[src/rtl/ebus_arb_if.sv]
// EBUS arbiter signal bundle: requests, transfer handshake and grant/status lines.
// The slave modport is the arbiter; the master modport is the requester/device side.
interface ebus_arb_if;
  logic CON_REQ;
  logic CP_REQ;
  logic CP_REL;
  logic PI_REQ;
  logic START;
  logic XFER;
  logic CON_GRANT;
  logic CP_GRANT;
  logic PI_GRANT;
  logic DEMAND;
  logic XFER_DONE;
  logic TIMEOUT;
  logic BUSY;

  modport slave (
    input  CON_REQ, CP_REQ, CP_REL, PI_REQ, START, XFER,
    output CON_GRANT, CP_GRANT, PI_GRANT, DEMAND, XFER_DONE, TIMEOUT, BUSY
  );

  modport master (
    output CON_REQ, CP_REQ, CP_REL, PI_REQ, START, XFER,
    input  CON_GRANT, CP_GRANT, PI_GRANT, DEMAND, XFER_DONE, TIMEOUT, BUSY
  );
endinterface

[src/rtl/ebus_arb.sv]
// KL10 EBUS arbiter: fixed-priority grant (CON > CP > PI) plus the
// demand/transfer handshake with hold time and acknowledge timeout.
module ebus_arb #(
  parameter int TIMEOUT_CYCLES = 64,
  parameter int HOLD_CYCLES    = 2
) (
  input logic       clk,
  input logic       RESET,
  ebus_arb_if.slave bus
);

  localparam int MAXC = (TIMEOUT_CYCLES > HOLD_CYCLES) ? TIMEOUT_CYCLES : HOLD_CYCLES;
  localparam int CW   = $clog2(MAXC + 1);
  localparam logic [CW-1:0] TLAST = CW'(TIMEOUT_CYCLES - 1);
  localparam logic [CW-1:0] HLAST = CW'(HOLD_CYCLES - 1);

  typedef enum logic [2:0] {IDLE, GRANTED, DEM, HOLD, GAP} state_t;

  state_t        state_q;
  logic          conGrant_q;
  logic          cpGrant_q;
  logic          piGrant_q;
  logic          demand_q;
  logic          xferDone_q;
  logic          timeout_q;
  logic          relPend_q;
  logic [CW-1:0] cnt_q;

  logic relNow;
  logic endToGap;
  logic [CW-1:0] cntInc;

  // A release seen on the closing edge itself still counts for that transaction.
  always_comb begin
    relNow   = (conGrant_q & ~bus.CON_REQ) | (cpGrant_q & bus.CP_REL);
    endToGap = relPend_q | relNow | piGrant_q;
    cntInc   = (cnt_q == '1) ? cnt_q : cnt_q + 1'b1;
  end

  always_ff @(posedge clk) begin
    if (RESET) begin
      state_q    <= IDLE;
      conGrant_q <= 1'b0;
      cpGrant_q  <= 1'b0;
      piGrant_q  <= 1'b0;
      demand_q   <= 1'b0;
      xferDone_q <= 1'b0;
      timeout_q  <= 1'b0;
      relPend_q  <= 1'b0;
      cnt_q      <= '0;
    end else begin
      xferDone_q <= 1'b0;
      timeout_q  <= 1'b0;
      case (state_q)
        IDLE: begin
          if (bus.CON_REQ) begin
            conGrant_q <= 1'b1;
            state_q    <= GRANTED;
          end else if (bus.CP_REQ) begin
            cpGrant_q <= 1'b1;
            state_q   <= GRANTED;
          end else if (bus.PI_REQ) begin
            piGrant_q <= 1'b1;
            state_q   <= GRANTED;
          end
        end
        GRANTED: begin
          if (bus.START) begin
            state_q   <= DEM;
            demand_q  <= 1'b1;
            cnt_q     <= '0;
            relPend_q <= relNow;
          end else if (relNow) begin
            state_q    <= GAP;
            conGrant_q <= 1'b0;
            cpGrant_q  <= 1'b0;
            piGrant_q  <= 1'b0;
          end
        end
        DEM: begin
          relPend_q <= relPend_q | relNow;
          if (bus.XFER) begin
            state_q <= HOLD;
            cnt_q   <= '0;
          end else if (cnt_q == TLAST) begin
            demand_q  <= 1'b0;
            timeout_q <= 1'b1;
            relPend_q <= 1'b0;
            if (endToGap) begin
              state_q    <= GAP;
              conGrant_q <= 1'b0;
              cpGrant_q  <= 1'b0;
              piGrant_q  <= 1'b0;
            end else begin
              state_q <= GRANTED;
            end
          end else begin
            cnt_q <= cntInc;
          end
        end
        HOLD: begin
          relPend_q <= relPend_q | relNow;
          if (cnt_q == HLAST) begin
            demand_q   <= 1'b0;
            xferDone_q <= 1'b1;
            relPend_q  <= 1'b0;
            if (endToGap) begin
              state_q    <= GAP;
              conGrant_q <= 1'b0;
              cpGrant_q  <= 1'b0;
              piGrant_q  <= 1'b0;
            end else begin
              state_q <= GRANTED;
            end
          end else begin
            cnt_q <= cntInc;
          end
        end
        GAP: state_q <= IDLE;
        default: state_q <= IDLE;
      endcase
    end
  end

  assign bus.CON_GRANT = conGrant_q;
  assign bus.CP_GRANT  = cpGrant_q;
  assign bus.PI_GRANT  = piGrant_q;
  assign bus.DEMAND    = demand_q;
  assign bus.XFER_DONE = xferDone_q;
  assign bus.TIMEOUT   = timeout_q;
  assign bus.BUSY      = (state_q != IDLE);

endmodule
[src/flat_wrapper.sv]
// flat-port wrapper written by rule: the top's interface ports become plain ports
module ebus_arb_flat 
#(
  parameter int TIMEOUT_CYCLES = 64,
  parameter int HOLD_CYCLES    = 2
)
  (clk, RESET, bus_CON_REQ, bus_CP_REQ, bus_CP_REL, bus_PI_REQ, bus_START, bus_XFER, bus_CON_GRANT, bus_CP_GRANT, bus_PI_GRANT, bus_DEMAND, bus_XFER_DONE, bus_TIMEOUT, bus_BUSY);
  ebus_arb_if bus_i ();
  input logic clk;
  input logic RESET;
  input wire logic [$bits(bus_i.CON_REQ)-1:0] bus_CON_REQ;
  input wire logic [$bits(bus_i.CP_REQ)-1:0] bus_CP_REQ;
  input wire logic [$bits(bus_i.CP_REL)-1:0] bus_CP_REL;
  input wire logic [$bits(bus_i.PI_REQ)-1:0] bus_PI_REQ;
  input wire logic [$bits(bus_i.START)-1:0] bus_START;
  input wire logic [$bits(bus_i.XFER)-1:0] bus_XFER;
  output wire logic [$bits(bus_i.CON_GRANT)-1:0] bus_CON_GRANT;
  output wire logic [$bits(bus_i.CP_GRANT)-1:0] bus_CP_GRANT;
  output wire logic [$bits(bus_i.PI_GRANT)-1:0] bus_PI_GRANT;
  output wire logic [$bits(bus_i.DEMAND)-1:0] bus_DEMAND;
  output wire logic [$bits(bus_i.XFER_DONE)-1:0] bus_XFER_DONE;
  output wire logic [$bits(bus_i.TIMEOUT)-1:0] bus_TIMEOUT;
  output wire logic [$bits(bus_i.BUSY)-1:0] bus_BUSY;
  assign bus_i.CON_REQ = bus_CON_REQ;
  assign bus_i.CP_REQ = bus_CP_REQ;
  assign bus_i.CP_REL = bus_CP_REL;
  assign bus_i.PI_REQ = bus_PI_REQ;
  assign bus_i.START = bus_START;
  assign bus_i.XFER = bus_XFER;
  assign bus_CON_GRANT = bus_i.CON_GRANT;
  assign bus_CP_GRANT = bus_i.CP_GRANT;
  assign bus_PI_GRANT = bus_i.PI_GRANT;
  assign bus_DEMAND = bus_i.DEMAND;
  assign bus_XFER_DONE = bus_i.XFER_DONE;
  assign bus_TIMEOUT = bus_i.TIMEOUT;
  assign bus_BUSY = bus_i.BUSY;
  ebus_arb #(.TIMEOUT_CYCLES(TIMEOUT_CYCLES), .HOLD_CYCLES(HOLD_CYCLES)) u_core (.clk(clk), .RESET(RESET), .bus(bus_i));
endmodule
[config.mk]
export PLATFORM = sky130hd
export DESIGN_NAME = ebus_arb_flat
export DESIGN_NICKNAME = d
export VERILOG_FILES = /design/src/rtl/ebus_arb_if.sv /design/src/rtl/ebus_arb.sv /design/src/flat_wrapper.sv
export SDC_FILE = /design/constraint.sdc
export NUM_CORES = 1
export LEC_CHECK = 0
export BUFFER_PORTS_ARGS = -buffer_cell sky130_fd_sc_hd__buf_4
export CAP_MARGIN = 20
export CORE_MARGIN = 2
export CORE_UTILIZATION = 40
export DETAILED_ROUTE_END_ITERATION = 10
export PLACE_DENSITY = 0.7
export SYNTH_ARGS = -nofsm -noshare
export SYNTH_HDL_FRONTEND = slang
export SYNTH_SLANG_ARGS = --single-unit
[constraint.sdc]
create_clock -name clk -period 1.92 [get_ports clk]
set_input_delay 0.384 -clock clk [delete_from_list [all_inputs] [get_ports clk]]
set_output_delay 0.384 -clock clk [all_outputs]
set_load 0.005 [all_outputs]
==> flow_results.xml, run 1 <==
<?xml version="1.0" encoding="UTF-8"?>
<metrics>
  <group name="run_status">
    <metric name="outcome" unit="">finished clean</metric>
  </group>
  <group name="drt">
    <metric name="vias" unit="">950</metric>
    <metric name="drt_first_iter_violations" unit="">20</metric>
    <metric name="drt_pass1_iterations" unit="">4</metric>
    <metric name="detail_route.vias_per_cell" unit="">5.523</metric>
    <metric name="antenna_left" unit="">0</metric>
    <metric name="count_of_unresolved_drc_violations_after_routing" unit="">0</metric>
    <metric name="routed_wire_length_per_instance" unit="µm">13.93</metric>
    <metric name="postRouteWirelength" unit="µm">2396</metric>
  </group>
  <group name="setup_path">
    <metric name="r2r-start" unit="">u_core.cnt_q[4]</metric>
    <metric name="critPathRequiredTime" unit="ns">2.13</metric>
    <metric name="critPathMaxStageDelay" unit="ns">0.43</metric>
    <metric name="worstReg2RegEnd" unit="">u_core.bus.CP_GRANT</metric>
    <metric name="reg2reg_slack" unit="ns">0.10</metric>
    <metric name="worstPathBufferInverterCount" unit="">0</metric>
    <metric name="reg2reg_depth" unit="">6</metric>
    <metric name="critical_path.cell_chain" unit="">nor4_4, and3_4, a22oi_2, a2111oi_4, a21o_1, nor2_1</metric>
    <metric name="critPathTopFamily" unit="">compound AO/OA/AOI/OAI gates</metric>
    <metric name="critPathKind" unit="">flop to flop</metric>
    <metric name="endpoint_kind" unit="">flop</metric>
    <metric name="crit_arrival" unit="ns">2.02</metric>
    <metric name="crit_path_max_fanout" unit="">5</metric>
    <metric name="start_kind" unit="">flop</metric>
    <metric name="critPathSlowestCell" unit="">a2111oi_4</metric>
    <metric name="critical_path.startpoint" unit="">u_core.cnt_q[4]</metric>
  </group>
  <group name="layout">
    <metric name="drive_gt1_frac" unit="">0.4225</metric>
    <metric name="fill_cells" unit="">231</metric>
    <metric name="syn_to_final_growth" unit="%">27.45</metric>
    <metric name="nNetsFinal" unit="">153</metric>
    <metric name="antenna_cells" unit="">0</metric>
  </group>
  <group name="clocking">
    <metric name="clock_sink_count" unit="">17</metric>
    <metric name="clk-insertion-delay-late" unit="ns">0.30</metric>
    <metric name="cts.path.max_buffers" unit="">2</metric>
    <metric name="cts_tree" unit="">done</metric>
    <metric name="htree_levels" unit="">1</metric>
    <metric name="clk_pin_slew_worst_paths" unit="ns">0.10</metric>
    <metric name="cts-buffers-inserted" unit="">3</metric>
    <metric name="cts_root_buf" unit="">clkbuf_4</metric>
  </group>
  <group name="synth">
    <metric name="synth_top_area_frac" unit="">0.3289</metric>
    <metric name="synth_top_flop_cell" unit="">dfxtp_1</metric>
    <metric name="syn_avg_cell_area" unit="µm²">8.844</metric>
    <metric name="synthDistinctLibCells" unit="">44</metric>
    <metric name="synth_fp_nets" unit="">127</metric>
    <metric name="synth_common_cells" unit="">dfxtp_1 (17), nor2_1 (17), nand2_1 (9)</metric>
    <metric name="netlist_instances" unit="">117</metric>
    <metric name="synth_enable_flop_cells" unit="">0</metric>
    <metric name="synth_warn" unit="">0</metric>
    <metric name="postSynthRegisterBits" unit="">17</metric>
    <metric name="yosys.area.top_type" unit="">dfxtp_1</metric>
    <metric name="synth.top_cells.by_area" unit="">dfxtp_1 (33%), nor2_1 (6.2%), a21oi_1 (3.4%), nand2_1 (3.3%), buf_6 (3.3%)</metric>
    <metric name="synthArstFlopShare" unit="">0</metric>
    <metric name="synth.yosys.seq_area_share" unit="">0.3289</metric>
    <metric name="synthesis.area" unit="mm²">0.001035</metric>
  </group>
  <group name="grt">
    <metric name="grt_max_degree" unit="">13</metric>
    <metric name="first_pass_grt_wire_length" unit="µm">3857</metric>
    <metric name="global_route.usage.total" unit="">0.1798</metric>
    <metric name="via_count_of_the_first_global_routing_pass" unit="">903</metric>
    <metric name="grt_antenna_before_repair" unit="">0</metric>
    <metric name="gr-total-overflow" unit="">0</metric>
  </group>
  <group name="sta">
    <metric name="final-setup-viol-count" unit="">0</metric>
    <metric name="fmaxAchievable" unit="MHz">549.9</metric>
    <metric name="totalNegativeSetupSlack" unit="ns">0</metric>
    <metric name="timing.final.crit_share" unit="">0.9472</metric>
    <metric name="finalCriticalPeriod" unit="ns">1.819</metric>
    <metric name="rsz0062_at_grt" unit="">true</metric>
    <metric name="slew_worst_pin" unit="ns">0.4101</metric>
    <metric name="final_max_slew_viol_count" unit="">0</metric>
    <metric name="slew_headroom" unit="">0.7250</metric>
    <metric name="timing.hold.ws" unit="ns">0.3340</metric>
    <metric name="finalHoldViolations" unit="">0</metric>
    <metric name="fin_skew" unit="ns">0.004222</metric>
  </group>
  <group name="power_and_ir_drop">
    <metric name="p_leak" unit="nW">0.5182</metric>
    <metric name="switching_power_of_the_nets" unit="mW">0.6220</metric>
    <metric name="internal_power" unit="mW">0.9687</metric>
    <metric name="power.share.switching" unit="">0.3910</metric>
    <metric name="pwr-share-comb" unit="">0.539</metric>
    <metric name="power_frac_seq" unit="">0.336</metric>
    <metric name="power_frac_clock" unit="">0.125</metric>
    <metric name="overall_power_of_the_completed_layout" unit="mW">1.591</metric>
    <metric name="power_density" unit="mW/mm²">1206</metric>
    <metric name="power.ir.vdd_worst" unit="µV">660.1</metric>
  </group>
  <group name="die">
    <metric name="die_width" unit="µm">54.86</metric>
    <metric name="pin_count" unit="">15</metric>
    <metric name="initial_utilization" unit="">0.4215</metric>
    <metric name="core_region_area" unit="mm²">0.002455</metric>
    <metric name="die-area" unit="mm²">0.003010</metric>
    <metric name="die_h" unit="µm">54.86</metric>
    <metric name="rows" unit="">18</metric>
  </group>
  <group name="min_path">
    <metric name="min_to" unit="">u_core.state_q[1]</metric>
    <metric name="holdPathStages" unit="">2</metric>
    <metric name="min_from" unit="">RESET</metric>
    <metric name="hold_class" unit="">input pin to flop</metric>
  </group>
  <group name="placed_design">
    <metric name="port_buffers" unit="">14</metric>
    <metric name="gp_congestion" unit="">0.8281</metric>
    <metric name="place.detailed.hpwl" unit="µm">1718</metric>
  </group>
  <group name="flow_run">
    <metric name="maxCapViolCount" unit="">0</metric>
  </group>
</metrics>
==> metrics by stage <==
step           instance area, µm²  setup slack [ns]    util  cells
3_3_place_gp                 1207         -0.009207  0.4918    166
4_1_cts                      1240           0.01333  0.5051    170
3_5_place_dp                 1207          -0.05568  0.4918    166
2_1_floorplan                1035            0.1086       -    117
5_1_grt                      1319          -0.01341  0.5372    172
6_report                     1319            0.1014  0.5372    172
==> final cells by class <==
class / instances / area, µm² / share of cell area
well taps: 30 / 37.54 / 0.02846
multi-input cells: 88 / 684.4 / 0.5190
clock buffers: 4 / 26.28 / 0.01992
flip-flops and latches: 17 / 352.8 / 0.2676
repair buffers: 25 / 187.7 / 0.1423
inverters: 8 / 30.03 / 0.02277
==> power by group through the flow <==
stage          clock, mW  combinational [mW]  sequential (mW)
2_1_floorplan          0               0.615            0.482
3_3_place_gp           0               0.764            0.522
3_5_place_dp           0               0.769            0.524
4_1_cts            0.208               0.774            0.517
5_1_grt            0.224               0.950            0.545
6_report           0.199               0.858            0.534
==> how the worst max path moves through the flow <==
stage,to,cells after the start
5_1_grt,u_core.bus.CON_GRANT,6
3_3_place_gp,u_core.state_q[1],6
3_5_place_dp,u_core.cnt_q[2],6
2_1_floorplan,u_core.bus.CP_GRANT,7
6_report,u_core.bus.CP_GRANT,6
4_1_cts,u_core.cnt_q[5],6
==> layout by cell type (no fill, tap or decap), drive strengths merged, types with 2 or more instances in the layout <==
master / instances
nor4b: 4
inv: 8
nor2: 17
clkbuf: 4
a31oi: 3
a22oi: 2
or2: 4
nand3: 2
nand3b: 2
ha: 2
and3: 2
nand2: 9
mux2i: 2
a211oi: 5
nand4: 2
dfxtp: 17
a21oi: 8
and2b: 2
buf: 25
or3: 2
nor3: 3
nor4: 2
o21ai: 3
nand2b: 2
==> timing repair <==
item                                    in CTS  in global routing
hold buffers                                 0                  0
endpoints found under the setup margin       8                 11
pin swaps                                    0                  5
gates resized for setup                      2                 16
setup buffers                                0                  2
==> logic make-up (layout without fill, tap and decap cells) <==
logic type      after synthesis  after routing  synth area share
xor+xnor                      1              1          0.008466
flops                        17             17            0.3289
mux                           3              3           0.03023
fa+ha+maj                     2              2           0.02418
simple gates                 53             53            0.3047
compound gates               29             29            0.2382
buf+inv                      12             37           0.06529
==> sequential cells by signal, summed over array words and instances, names as in the netlist <==
name	flops
u_core.cnt_q	7
u_core.state_q	3
u_core.bus.CON_GRANT	1
u_core.bus.CP_GRANT	1
u_core.bus.DEMAND	1
u_core.bus.PI_GRANT	1
u_core.bus.TIMEOUT	1
u_core.bus.XFER_DONE	1
u_core.relPend_q	1
==> routing by layer <==
| metal | share of wire | GRT usage | up-vias |
|---|---|---|---|
| met5 | 0 | 0 | - |
| met4 | 0.0096 | 0.05417 | 0 |
| met3 | 0.048 | 0.06557 | 4 |
| met2 | 0.50 | 0.3056 | 21 |
| met1 | 0.44 | 0.2083 | 452 |
| li1 | - | - | 473 |
No activity file was read; power rests on OpenSTA's default activity.
==> inputs of run 2 (changes only) <==
--- a/config.mk
+++ b/config.mk
@@ -6,11 +6,11 @@
 export NUM_CORES = 1
 export LEC_CHECK = 0
 export BUFFER_PORTS_ARGS = -buffer_cell sky130_fd_sc_hd__buf_4
-export CAP_MARGIN = 20
 export CORE_MARGIN = 2
 export CORE_UTILIZATION = 40
 export DETAILED_ROUTE_END_ITERATION = 10
 export PLACE_DENSITY = 0.7
+export RECOVER_POWER = 50
 export SYNTH_ARGS = -nofsm -noshare
 export SYNTH_HDL_FRONTEND = slang
 export SYNTH_SLANG_ARGS = --single-unit
==> run 2 against run 1 <==
First-iteration DRC count is the same. Fmax is essentially flat. Sequential power is essentially flat. Clock skew is essentially flat. Hold slack gained 0.0013 ns. Final cell count is the same. Final area is the same. Global-route usage is the same. Non-clock buffer count is the same. Flip-flop and latch count is the same.
==> flow_results.xml, run 2 (synthesis results as in run 1) <==
<?xml version="1.0" encoding="UTF-8"?>
<metrics>
  <group name="run_status">
    <metric name="outcome" unit="">finished clean</metric>
  </group>
  <group name="placed_design">
    <metric name="place.detailed.hpwl" unit="µm">1718</metric>
    <metric name="post-place-cells" unit="">166</metric>
    <metric name="gp_congestion" unit="">0.8281</metric>
    <metric name="port_buffers" unit="">14</metric>
  </group>
  <group name="clocking">
    <metric name="clk-insertion-delay-late" unit="ns">0.30</metric>
    <metric name="cts_root_buf" unit="">clkbuf_4</metric>
    <metric name="clk_pin_slew_worst_paths" unit="ns">0.10</metric>
    <metric name="cts.path.max_buffers" unit="">2</metric>
    <metric name="cts.hold.buffers_added" unit="">0</metric>
    <metric name="cts-buffers-inserted" unit="">3</metric>
    <metric name="cts_tree" unit="">done</metric>
    <metric name="htree_levels" unit="">1</metric>
    <metric name="clock_sink_count" unit="">17</metric>
  </group>
  <group name="setup_path">
    <metric name="critical_path.startpoint" unit="">u_core.cnt_q[4]</metric>
    <metric name="crit_arrival" unit="ns">2.02</metric>
    <metric name="worstReg2RegEnd" unit="">u_core.bus.CP_GRANT</metric>
    <metric name="start_kind" unit="">flop</metric>
    <metric name="critPathKind" unit="">flop to flop</metric>
    <metric name="crit_cells" unit="">6</metric>
    <metric name="r2r-start" unit="">u_core.cnt_q[4]</metric>
    <metric name="critPathMaxStageDelay" unit="ns">0.42</metric>
    <metric name="critPathTopFamily" unit="">compound AO/OA/AOI/OAI gates</metric>
    <metric name="reg2reg_depth" unit="">6</metric>
    <metric name="endpoint_kind" unit="">flop</metric>
    <metric name="critPathRequiredTime" unit="ns">2.12</metric>
    <metric name="reg2reg_slack" unit="ns">0.10</metric>
    <metric name="crit_path_max_fanout" unit="">5</metric>
    <metric name="end_of_the_critical_path" unit="">u_core.bus.CP_GRANT</metric>
    <metric name="worstPathBufferInverterCount" unit="">0</metric>
    <metric name="critPathSlowestCell" unit="">a2111oi_4</metric>
    <metric name="critical_path.cell_chain" unit="">nor4_4, and3_4, a22oi_2, a2111oi_4, a21o_1, nor2_1</metric>
  </group>
  <group name="die">
    <metric name="initial_utilization" unit="">0.4215</metric>
    <metric name="pin_count" unit="">15</metric>
    <metric name="core_region_area" unit="mm²">0.002455</metric>
    <metric name="die-area" unit="mm²">0.003010</metric>
    <metric name="rows" unit="">18</metric>
    <metric name="die_h" unit="µm">54.86</metric>
    <metric name="die_width" unit="µm">54.86</metric>
  </group>
  <group name="drt">
    <metric name="detail_route.vias_per_cell" unit="">5.570</metric>
    <metric name="count_of_unresolved_drc_violations_after_routing" unit="">0</metric>
    <metric name="vias" unit="">958</metric>
    <metric name="antenna_left" unit="">0</metric>
    <metric name="routed_wire_length_per_instance" unit="µm">13.86</metric>
    <metric name="drt_first_iter_violations" unit="">20</metric>
    <metric name="drt_pass1_iterations" unit="">4</metric>
    <metric name="postRouteWirelength" unit="µm">2384</metric>
  </group>
  <group name="grt">
    <metric name="groute.layer.met1.usage" unit="">0.2083</metric>
    <metric name="grt_antenna_before_repair" unit="">0</metric>
    <metric name="gr-total-overflow" unit="">0</metric>
    <metric name="grtUsageMet2" unit="">0.3056</metric>
    <metric name="via_count_of_the_first_global_routing_pass" unit="">903</metric>
    <metric name="met3_layer_usage_reported_by_global_route" unit="">0.06557</metric>
    <metric name="gr-max-usage-layer" unit="">met2</metric>
    <metric name="first_pass_grt_wire_length" unit="µm">3857</metric>
    <metric name="global_route.usage.total" unit="">0.1798</metric>
    <metric name="grt_max_degree" unit="">13</metric>
  </group>
  <group name="sta">
    <metric name="fin_skew" unit="ns">0.004650</metric>
    <metric name="final_max_slew_viol_count" unit="">0</metric>
    <metric name="timing.final.crit_share" unit="">0.9465</metric>
    <metric name="finalCriticalPeriod" unit="ns">1.817</metric>
    <metric name="slew_worst_pin" unit="ns">0.4106</metric>
    <metric name="totalNegativeSetupSlack" unit="ns">0</metric>
    <metric name="rsz0062_at_grt" unit="">true</metric>
    <metric name="final-setup-viol-count" unit="">0</metric>
    <metric name="finalHoldViolations" unit="">0</metric>
    <metric name="slew_headroom" unit="">0.7246</metric>
    <metric name="fmaxAchievable" unit="MHz">550.3</metric>
  </group>
  <group name="layout">
    <metric name="finalCoreUtilization" unit="">0.5372</metric>
    <metric name="registers.top_by_ff_count" unit="">u_core.cnt_q</metric>
    <metric name="layout_top_registers" unit="">u_core.cnt_q x7, u_core.state_q x3</metric>
    <metric name="nNetsFinal" unit="">153</metric>
    <metric name="syn_to_final_growth" unit="%">27.45</metric>
    <metric name="most-common-layout-cells" unit="">buf_4 (20), nor2_1 (17), nand2_1 (9), dfxtp_1 (9)</metric>
    <metric name="antenna_cells" unit="">0</metric>
    <metric name="fill_cells" unit="">231</metric>
    <metric name="mostFrequentLayoutCell" unit="">buf_4</metric>
    <metric name="drive_gt1_frac" unit="">0.4225</metric>
    <metric name="finish.cell_count_without_fillers" unit="">172</metric>
    <metric name="largest_reg_flops" unit="">7</metric>
  </group>
  <group name="power_and_ir_drop">
    <metric name="overall_power_of_the_completed_layout" unit="mW">1.585</metric>
    <metric name="power.ir.vdd_worst" unit="µV">658.2</metric>
    <metric name="power_density" unit="mW/mm²">1202</metric>
    <metric name="p_leak" unit="nW">0.5155</metric>
  </group>
  <group name="min_path">
    <metric name="hold_class" unit="">input pin to flop</metric>
  </group>
  <group name="flow_run">
    <metric name="maxCapViolCount" unit="">0</metric>
  </group>
</metrics>
[run 2: changes by cell type in the layout (fill, tap and decap cells not counted), sizes merged]
cell / delta
buf: -5
clkbuf: +5
[run 2: worst register-to-register path, cell delays in order (launching register included)]
cell and delay [ns]:
dfxtp_2 0.37, nor4_4 0.33, and3_4 0.24, a22oi_2 0.10
a2111oi_4 0.42, a21o_1 0.21, nor2_1 0.06
[run 2: worst min-delay path by stage]
stage,start,end,slack (ns),depth (start not counted)
finish,RESET,u_core.state_q[1],0.34,2
floorplan,u_core.cnt_q[5],u_core.cnt_q[5],0.44,2
global placement,u_core.cnt_q[5],u_core.cnt_q[5],0.45,2
global route,RESET,u_core.state_q[1],0.33,2
CTS,RESET,u_core.state_q[1],0.32,2
detailed placement,u_core.cnt_q[5],u_core.cnt_q[5],0.46,2
[run 2: metal layers]
layer | wire length [µm] | vias to the layer above
li1 | - | 473
met1 | 1052 | 459
met2 | 1199 | 22
met3 | 109 | 4
met4 | 23 | 0
met5 | 0 | -
[run 2: what timing repair did]
| item | in CTS | in global routing |
|---|---|---|
| buffers inserted | 0 | 2 |
| pin swaps | 0 | 5 |
| endpoints found under the setup margin | 8 | 11 |
| resized for setup | 2 | 16 |
[run 2: final cells by class]
class | instances | area (µm²) | share of cell area
Multi-Input combinational cell | 88 | 684.4 | 0.5190
Tap cell | 30 | 37.54 | 0.02846
Timing Repair Buffer | 25 | 187.7 | 0.1423
Inverter | 8 | 30.03 | 0.02277
Sequential cell | 17 | 352.8 | 0.2676
Clock buffer | 4 | 26.28 | 0.01992
[run 2: power breakdown]
part / leakage, nW / internal, mW / switching, mW / total (mW)
logic: 0.358 / 0.450 / 0.403 / 0.854
clock network: 0.0150 / 0.0811 / 0.117 / 0.198
registers: 0.142 / 0.436 / 0.0977 / 0.533
total: 0.515 / 0.967 / 0.618 / 1.58
[run 2: through the flow]
stage          setup WS [ns]  instance area [µm²]  hold slack (ns)
2_1_floorplan         0.1086                 1035           0.4380
4_1_cts              0.01333                 1240           0.3239
3_3_place_gp       -0.009207                 1207           0.4479
3_5_place_dp        -0.05568                 1207           0.4551
6_report              0.1027                 1319           0.3353
5_1_grt             -0.01341                 1319           0.3290
==> inputs of run 3 (changes only) <==
--- a/config.mk
+++ b/config.mk
@@ -6,10 +6,9 @@
 export NUM_CORES = 1
 export LEC_CHECK = 0
 export BUFFER_PORTS_ARGS = -buffer_cell sky130_fd_sc_hd__buf_4
-export CORE_MARGIN = 2
 export CORE_UTILIZATION = 40
 export DETAILED_ROUTE_END_ITERATION = 10
-export PLACE_DENSITY = 0.7
+export PLACE_DENSITY = 0.68
 export RECOVER_POWER = 50
 export SYNTH_ARGS = -nofsm -noshare
 export SYNTH_HDL_FRONTEND = slang
==> constraint.sdc (replaced) <==
create_clock -name clk -period 1.8 [get_ports clk]
set_input_delay 0.36 -clock clk [delete_from_list [all_inputs] [get_ports clk]]
set_output_delay 0.36 -clock clk [all_outputs]
set_load 0.005 [all_outputs]
==> run 3 against run 2 <==
The flow now finishes with violations (negative setup slack). Die area decreased by 7.2%. Final area increased by 13%. Non-clock buffer count increased by 16. Wire length increased by 20%. Global-route usage increased by 4.5 points. Critical endpoint is now u_core.cnt_q[5]. Largest cell class unchanged. Highest routed layer unchanged.
==> flow_results.xml, run 3 (synthesis results as in run 1) <==
<?xml version="1.0" encoding="UTF-8"?>
<metrics>
  <group name="run_status">
    <metric name="outcome" unit="">complete, but fails checks</metric>
    <metric name="violations_in_the_final_reports" unit="">negative setup slack</metric>
  </group>
  <group name="grt">
    <metric name="global_route.usage.total" unit="">0.2246</metric>
    <metric name="gr-total-overflow" unit="">0</metric>
    <metric name="first_pass_grt_wire_length" unit="µm">4554</metric>
    <metric name="grt_max_degree" unit="">13</metric>
    <metric name="grt_antenna_before_repair" unit="">0</metric>
    <metric name="via_count_of_the_first_global_routing_pass" unit="">1038</metric>
  </group>
  <group name="sta">
    <metric name="fin_skew" unit="ns">0.0006317</metric>
    <metric name="final-setup-viol-count" unit="">1</metric>
    <metric name="slew_worst_pin" unit="ns">0.4438</metric>
    <metric name="fmaxAchievable" unit="MHz">543.5</metric>
    <metric name="finalCriticalPeriod" unit="ns">1.840</metric>
    <metric name="final_max_slew_viol_count" unit="">0</metric>
    <metric name="slew_headroom" unit="">0.7024</metric>
    <metric name="timing.final.ws_setup" unit="ns">-0.03992</metric>
    <metric name="finalHoldViolations" unit="">0</metric>
    <metric name="rsz0062_at_grt" unit="">true</metric>
    <metric name="timing.final.crit_share" unit="">1.022</metric>
  </group>
  <group name="drt">
    <metric name="postRouteWirelength" unit="µm">2850</metric>
    <metric name="antenna_left" unit="">0</metric>
    <metric name="detail_route.vias_per_cell" unit="">5.426</metric>
    <metric name="vias" unit="">1020</metric>
    <metric name="drt_first_iter_violations" unit="">25</metric>
    <metric name="drt_pass1_iterations" unit="">4</metric>
    <metric name="routed_wire_length_per_instance" unit="µm">15.16</metric>
    <metric name="count_of_unresolved_drc_violations_after_routing" unit="">0</metric>
  </group>
  <group name="layout">
    <metric name="mostFrequentLayoutCell" unit="">buf_4</metric>
    <metric name="syn_to_final_growth" unit="%">44.50</metric>
    <metric name="layout_top_registers" unit="">u_core.cnt_q x7, u_core.state_q x3</metric>
    <metric name="final-seq-area" unit="µm²">357.8</metric>
    <metric name="nNetsFinal" unit="">169</metric>
    <metric name="most-common-layout-cells" unit="">buf_4 (33), nor2_1 (16), clkbuf_4 (9), dfxtp_1 (9)</metric>
    <metric name="fill_cells" unit="">214</metric>
    <metric name="multi_input_area" unit="µm²">728.2</metric>
    <metric name="antenna_cells" unit="">0</metric>
    <metric name="finalCoreUtilization" unit="">0.6091</metric>
    <metric name="drive_gt1_frac" unit="">0.5063</metric>
    <metric name="largest_reg_flops" unit="">7</metric>
    <metric name="registers.top_by_ff_count" unit="">u_core.cnt_q</metric>
  </group>
  <group name="die">
    <metric name="rows" unit="">18</metric>
    <metric name="initial_utilization" unit="">0.4215</metric>
    <metric name="die_h" unit="µm">52.86</metric>
    <metric name="die_width" unit="µm">52.86</metric>
    <metric name="die-area" unit="mm²">0.002794</metric>
    <metric name="core_region_area" unit="mm²">0.002455</metric>
    <metric name="pin_count" unit="">15</metric>
  </group>
  <group name="power_and_ir_drop">
    <metric name="p_leak" unit="nW">0.6003</metric>
    <metric name="power.ir.vdd_worst" unit="µV">856.5</metric>
    <metric name="power_density" unit="mW/mm²">1313</metric>
    <metric name="overall_power_of_the_completed_layout" unit="mW">1.963</metric>
  </group>
  <group name="clocking">
    <metric name="clock_sink_count" unit="">17</metric>
    <metric name="htree_levels" unit="">1</metric>
    <metric name="cts.hold.buffers_added" unit="">0</metric>
    <metric name="clk_pin_slew_worst_paths" unit="ns">0.10</metric>
    <metric name="cts_root_buf" unit="">clkbuf_4</metric>
    <metric name="cts_tree" unit="">done</metric>
    <metric name="cts.path.max_buffers" unit="">2</metric>
    <metric name="clk-insertion-delay-late" unit="ns">0.29</metric>
    <metric name="cts-buffers-inserted" unit="">3</metric>
  </group>
  <group name="setup_path">
    <metric name="critPathKind" unit="">flop to flop</metric>
    <metric name="critPathMaxStageDelay" unit="ns">0.39</metric>
    <metric name="endpoint_kind" unit="">flop</metric>
    <metric name="critPathRequiredTime" unit="ns">1.99</metric>
    <metric name="start_kind" unit="">flop</metric>
    <metric name="crit_arrival" unit="ns">2.03</metric>
    <metric name="critPathSlowestCell" unit="">a211oi_4</metric>
    <metric name="crit_path_max_fanout" unit="">6</metric>
    <metric name="critical_path.cell_chain" unit="">buf_6, ha_4, a311oi_4, nor3_2, a211oi_4, nand4_2, mux2i_1</metric>
  </group>
  <group name="placed_design">
    <metric name="port_buffers" unit="">14</metric>
    <metric name="place.detailed.hpwl" unit="µm">1989</metric>
    <metric name="preCtsSetupSlack" unit="ns">-0.05289</metric>
    <metric name="gp_congestion" unit="">0.8470</metric>
  </group>
  <group name="flow_run">
    <metric name="maxCapViolCount" unit="">0</metric>
  </group>
  <group name="min_path">
    <metric name="hold_class" unit="">input pin to flop</metric>
  </group>
</metrics>
-- run 3: path summary, 6_finish.rpt --
| path | start | endpoint | slack [ns] | cells past startpoint |
|---|---|---|---|---|
| setup / recovery | u_core.cnt_q[0] | u_core.cnt_q[5] | -0.04 | 7 |
| hold / removal | RESET | u_core.state_q[2] | 0.32 | 2 |
| setup reg to reg | u_core.cnt_q[0] | u_core.cnt_q[5] | -0.04 | 7 |
| hold reg to reg | u_core.cnt_q[5] | u_core.cnt_q[5] | 0.47 | 2 |
-- run 3: through the flow --
step / hold WS [ns] / cell area, µm² / std cells / setup TNS (ns)
2_1_floorplan: 0.4380 / 1040 / 117 / 0
3_3_place_gp: 0.4479 / 1295 / 177 / -0.03244
3_5_place_dp: 0.4577 / 1295 / 177 / -0.1425
4_1_cts: 0.3149 / 1403 / 184 / -0.01035
5_1_grt: 0.3202 / 1495 / 188 / -0.9843
6_report: 0.3165 / 1495 / 188 / -0.03992
-- run 3: area by class of cell --
type,instances,area share
multi-input cells,88,0.4870
flip-flops and latches,17,0.2393
repair buffers,41,0.2109
well taps,30,0.02510
inverters,8,0.02008
clock buffers,4,0.01757
-- run 3: power breakdown --
group | internal (mW) | switching (mW) | total, mW
Clock | 0.0862 | 0.119 | 0.205
Combinational | 0.645 | 0.551 | 1.20
Sequential | 0.471 | 0.0908 | 0.562
Total | 1.20 | 0.761 | 1.96
-- run 3: timing repair --
action | 4_1_cts | 5_1_grt
pin swaps | 11 | 12
setup buffers | 3 | 4
resized for setup | 13 | 16
endpoints found under the setup margin | 9 | 14
-- run 3: layer usage --
metal | routed length, µm | GRT usage | up-vias
li1 | - | - | 505
met5 | 0 | 0 | -
met3 | 96 | 0.03161 | 7
met4 | 44 | 0.1009 | 0
met1 | 1199 | 0.2543 | 483
met2 | 1510 | 0.4093 | 25
-- run 3: critical path, delay by kind of cell, from the launching register on --
| family | cells | cell delay, ns |
|---|---|---|
| buffers and inverters | 1 | 0.12 |
| flip-flops | 1 | 0.37 |
| adder cells (fa/ha/maj) | 1 | 0.16 |
| AO/OA/AOI/OAI | 2 | 0.69 |
| AND/OR/NAND/NOR | 2 | 0.26 |
| multiplexers | 1 | 0.14 |
